### src/rtl/exec_sequencer.sv
// Execute-stage controller: hands decoded instructions to the ALU, commits results
// to the accumulator/flags and issues store, jump, return and halt side-effects.
module exec_sequencer #(
  parameter int unsigned SIZE = 8
) (
  input  logic            CLK,
  input  logic            RST,
  input  logic            instr_valid,
  output logic            instr_ready,
  input  logic [3:0]      instr_opcode,
  input  logic [SIZE-1:0] instr_operand,
  output logic            alu_ce,
  output logic [3:0]      alu_op_code,
  output logic [SIZE-1:0] alu_left,
  output logic [SIZE-1:0] alu_right,
  output logic            alu_carry_in,
  input  logic [SIZE-1:0] alu_op_out,
  input  logic            alu_carry_out,
  output logic [SIZE-1:0] acc,
  output logic            carry_flag,
  output logic            zero_flag,
  output logic            st_valid,
  output logic [SIZE-1:0] st_data,
  output logic            jmp_valid,
  output logic [SIZE-1:0] jmp_target,
  output logic            rtn_valid,
  output logic            halted
);

  localparam logic [3:0] OP_ADD = 4'd0;
  localparam logic [3:0] OP_SUB = 4'd1;
  localparam logic [3:0] OP_ST  = 4'd7;
  localparam logic [3:0] OP_SHR = 4'd11;
  localparam logic [3:0] OP_JMP = 4'd12;
  localparam logic [3:0] OP_RTN = 4'd13;
  localparam logic [3:0] OP_HLT = 4'd14;

  typedef enum logic [1:0] {S_IDLE, S_EXEC, S_WB, S_HALT} state_t;

  state_t          state;
  logic [SIZE-1:0] res_q;
  logic            res_c_q;

  assign alu_carry_in = 1'b0;

  // ALU drive registers only change on acceptance, so the ALU inputs stay quiet otherwise.
  always_ff @(posedge CLK) begin
    if (RST) begin
      state       <= S_IDLE;
      instr_ready <= 1'b1;
      alu_ce      <= 1'b0;
      alu_op_code <= 4'd0;
      alu_left    <= '0;
      alu_right   <= '0;
      res_q       <= '0;
      res_c_q     <= 1'b0;
      acc         <= '0;
      carry_flag  <= 1'b0;
      zero_flag   <= 1'b0;
      st_valid    <= 1'b0;
      st_data     <= '0;
      jmp_valid   <= 1'b0;
      jmp_target  <= '0;
      rtn_valid   <= 1'b0;
      halted      <= 1'b0;
    end else begin
      st_valid  <= 1'b0;
      jmp_valid <= 1'b0;
      rtn_valid <= 1'b0;
      case (state)
        S_IDLE: begin
          if (instr_valid) begin
            if (instr_opcode <= OP_SHR) begin
              state       <= S_EXEC;
              instr_ready <= 1'b0;
              alu_ce      <= 1'b1;
              alu_op_code <= instr_opcode;
              alu_left    <= acc;
              alu_right   <= instr_operand;
            end else begin
              case (instr_opcode)
                OP_JMP: begin
                  jmp_valid  <= 1'b1;
                  jmp_target <= instr_operand;
                end
                OP_RTN: rtn_valid <= 1'b1;
                OP_HLT: begin
                  state       <= S_HALT;
                  instr_ready <= 1'b0;
                  halted      <= 1'b1;
                end
                default: ;
              endcase
            end
          end
        end
        S_EXEC: begin
          alu_ce  <= 1'b0;
          res_q   <= alu_op_out;
          res_c_q <= alu_carry_out;
          state   <= S_WB;
        end
        S_WB: begin
          case (alu_op_code)
            OP_ADD, OP_SUB: begin
              acc        <= res_q;
              carry_flag <= res_c_q;
              zero_flag  <= (res_q == '0);
            end
            OP_ST: begin
              st_valid <= 1'b1;
              st_data  <= res_q;
            end
            default: begin
              acc       <= res_q;
              zero_flag <= (res_q == '0);
            end
          endcase
          state       <= S_IDLE;
          instr_ready <= 1'b1;
        end
        default: begin
          state       <= S_HALT;
          instr_ready <= 1'b0;
          halted      <= 1'b1;
        end
      endcase
    end
  end

endmodule

### config.mk
export PLATFORM = sky130hd
export DESIGN_NAME = exec_sequencer
export DESIGN_NICKNAME = d
export VERILOG_FILES = /design/src/rtl/exec_sequencer.sv
export SDC_FILE = /design/constraint.sdc
export NUM_CORES = 1
export LEC_CHECK = 0
export ABC_CLOCK_PERIOD_IN_PS = 1800
export CELL_PAD_IN_SITES_DETAIL_PLACEMENT = 0
export CELL_PAD_IN_SITES_GLOBAL_PLACEMENT = 1
export CORE_UTILIZATION = 33
export DETAILED_ROUTE_END_ITERATION = 8
export PLACE_DENSITY = 0.78
export SLEW_MARGIN = 20
export SYNTH_ARGS = -nofsm -noshare
export SYNTH_HDL_FRONTEND = slang
export SYNTH_SLANG_ARGS = --single-unit
### constraint.sdc
create_clock -name CLK -period 1.8 [get_ports CLK]
set_input_delay 0.27 -clock CLK [delete_from_list [all_inputs] [get_ports CLK]]
set_output_delay 0.27 -clock CLK [all_outputs]
set_load 0.02 [all_outputs]
==> results.md <==
* Status: complete, no violations
* Post-synth top area share at 53.2%
* Hold Fails Final Rpt at 0
* Pwr dens at 1240 nW/um2
* Worst-path maximum fanout at 4
* Simple-Gate Fraction of Synth Area at 18.2%
* Starting Density at 34.5%
* Period minus WS final at between 1500 and 2000 ps
* Reg-to-reg endpoint: jmp_target[5]
* RSZ-0062 raised after global routing: false
* Setup Skew at 7.86 ps
* Met3 track demand over resource at 7.71%
* Synth warnings at 0
* Clock transition at the registers of the reported paths at roughly 70 ps
* Fin. max-slew vios at 0
* Mux cell area share after synthesis at between 10% and 20%
* WP buf/inv at 1
* Cell Area, Synth at between 2000 and 2500 um2
* Top cells by area, synth: dfxtp_1 53%, mux2i_1 15%, nor2_1 6.5%
* TritonRoute pass-1 iters at 4
* # clock sinks at 63
* Crit. End Element: output pin
* H-tree depth at 3
* Distinct cells, synth at 31
* Core Box Area at just under 7000 um2
* Post-CTS Setup Inserts at 0
* R2R depth at 7
* Total GRT Usage at around 15%
* Synthesis-stage register bit count at 63
* Die W at ~87 um
* Final period utilization at 89.7%
* Setup TNS at 0 ps
* Post-synthesis cell count at between 200 and 300
* Die boundary height at 86.7 um
* Hold endpoint: halted
* Final setup vio count at 0
* WHS Path Cells at 2
* Startpoint types: flop
* CTS root buf: clkbuf_8
* CP cell instances: clkdlybuf4s50_1
* PostCTS Resize Cnt at 0
* Footprint of the multi-input gates at 1020 um2
* Synth-to-layout area growth at 48.0%
* Clk_lat worst skew at approximately 330 ps
* Lkg Pwr at 0.00131 uW
* Worst Path Arrival at between 1000 and 1500 ps
* Overall power at roughly 4400 uW
* CTS Buf Count at 9
* Final core utilization at just over 50%
* R2r startpoint: state[1]
* Io pins at just under 80
* FMAX at 0.619 GHz
* Register area at 1260 um2
* Hold_buf cts at 0
* Final HPWL DP at 3660 um
* Routability cong. at 0.732
* WHS at roughly 300 ps
* Avg Cell Area, Syn at 9.44 um2
* First-pass GRT wire length at 8540 um
* Commonest non-fill, non-tap cell in the layout: clkdlybuf4s50_1
* Syn nets at ~280
* Vias in the first global route at 1785
* Cell family with most CP delay: buffers and inverters
* Commonest non-fill, non-tap cells in the layout: 74 x clkdlybuf4s50_1, 63 x dfxtp_1, 41 x nor2_1
* Fin nets at around 360
* Row count at 30
* Complex-gate fraction of the synthesized area at 7.76%
* Path type of the worst min-delay path: in -> reg
* DRC Markers at 0
* PortBufs at 75
* Global route overflow at 0
* CTS tree: built
* Sequential share of the synthesized area at approximately 53%
* Die area at 7520 um2
* Worst Path Required at 1530 ps
* Diodes inserted at 0
* Post-route antenna net violation count at 0
* Max-Cap Viols at 0
* Synth Area in Adders at 2.11%
* Busiest grt layer: met2
* Worst path max stage delay at 640 ps
* Post-synth top area cell: dfxtp_1
* M2 GR Usage at 23.1%
* Reg2Reg Setup Slack at 240 ps
* Fillers at 659
* Routed len/inst at 12.1 um
* WL final at 5250 um
* Peak VDD IR at 590 uV
* Clock buffer depth at 2
* CP Class: reg -> out
* Met1 Use GR at 18.4%
* Vias/cell at between 4 and 5
* Fraction of layout cells with a size suffix above 1 at about a tenth
* Largest net degree at the start of global routing at between 50 and 60
* Initial antenna violation count at 0
* Main combinational cell family by area after synthesis: simple AND/OR/NAND/NOR gates
* Crit-path slowest cell: clkdlybuf4s50_1
* Via count at 1930
* Post-Synth XOR/XNOR Area at 0%
* Hold Path Origin: RST
* DR iter-0 viols at 56
[cell usage after synthesis]
library cell / count
buf_6: 1
o21bai_1: 1
nor2b_1: 2
ha_1: 4
buf_1: 2
and2_1: 1
nand2b_1: 2
nand2_2: 1
a211oi_1: 2
o21ai_1: 1
nor4_2: 1
nand3_2: 1
o21ai_0: 1
a21oi_4: 1
nand3b_1: 1
a21oi_1: 23
buf_2: 2
buf_4: 4
nor3_1: 4
nand2_1: 40
inv_1: 3
dfxtp_1: 63
nor2_4: 1
nand3_1: 2
a211oi_2: 1
clkbuf_1: 5
mux2i_1: 35
nor4_1: 3
conb_1: 1
nor2_1: 41
o31ai_1: 1
[layer usage]
layer / share of wire [%] / vias to the layer above
met2: 44 / 56
li1: - / 998
met5: 0 / -
met1: 47 / 871
met3: 8.0 / 5
met4: 1.0 / 0
[sequential cells by signal (all words and copies together) (netlist names)]
signal,count
acc,8
alu_ce,1
alu_left,8
alu_op_code,4
alu_right,8
carry_flag,1
halted,1
instr_ready,1
jmp_target,8
jmp_valid,1
res_c_q,1
res_q,8
rtn_valid,1
st_data,8
st_valid,1
state,2
zero_flag,1
[area by class of cell]
class / count / area share (%)
clock inverters: 2 / 1.71
inverters: 3 / 0.321
repair buffers: 86 / 24.3
well taps: 96 / 3.42
multi-input cells: 171 / 29.1
flip-flops and latches: 63 / 35.9
clock buffers: 14 / 5.21
[where the power goes]
group / internal, uW / leakage [uW] / switching, uW / total [uW]
Clock: 933 / 0.000123 / 512 / 1440
Combinational: 575 / 0.000677 / 649 / 1220
Sequential: 1560 / 0.000511 / 128 / 1690
Total: 3070 / 0.00131 / 1290 / 4360
[through the flow]
step | cells | setup WS (ps) | cell area, um2
after floorplan | 251 | 257 | 2370
after global placement | 419 | 43.5 | 3270
after detailed placement | 419 | 48.7 | 3270
after CTS | 435 | 171 | 3510
after global routing | 435 | 116 | 3510
final | 435 | 185 | 3510
[worst max-delay path by stage]
stage / from / end / slack (ps) / cells after the start
floorplan: state[0] / jmp_target[0] / 260 / 8
global placement: instr_valid / jmp_target[6] / 40 / 6
CTS: alu_op_code[1] / alu_op_code[1] / 170 / 1
finish: alu_op_code[1] / alu_op_code[1] / 190 / 1
global route: state[0] / jmp_target[0] / 120 / 7
detailed placement: instr_opcode[0] / jmp_target[3] / 50 / 5
[kinds of logic after synthesis]
kind of cell / count (synthesis)
mux: 35
flops: 63
other cells: 1
simple gates: 100
buf+inv: 17
compound gates: 31
fa+ha+maj: 4
(Power assumes the default switching activity.)
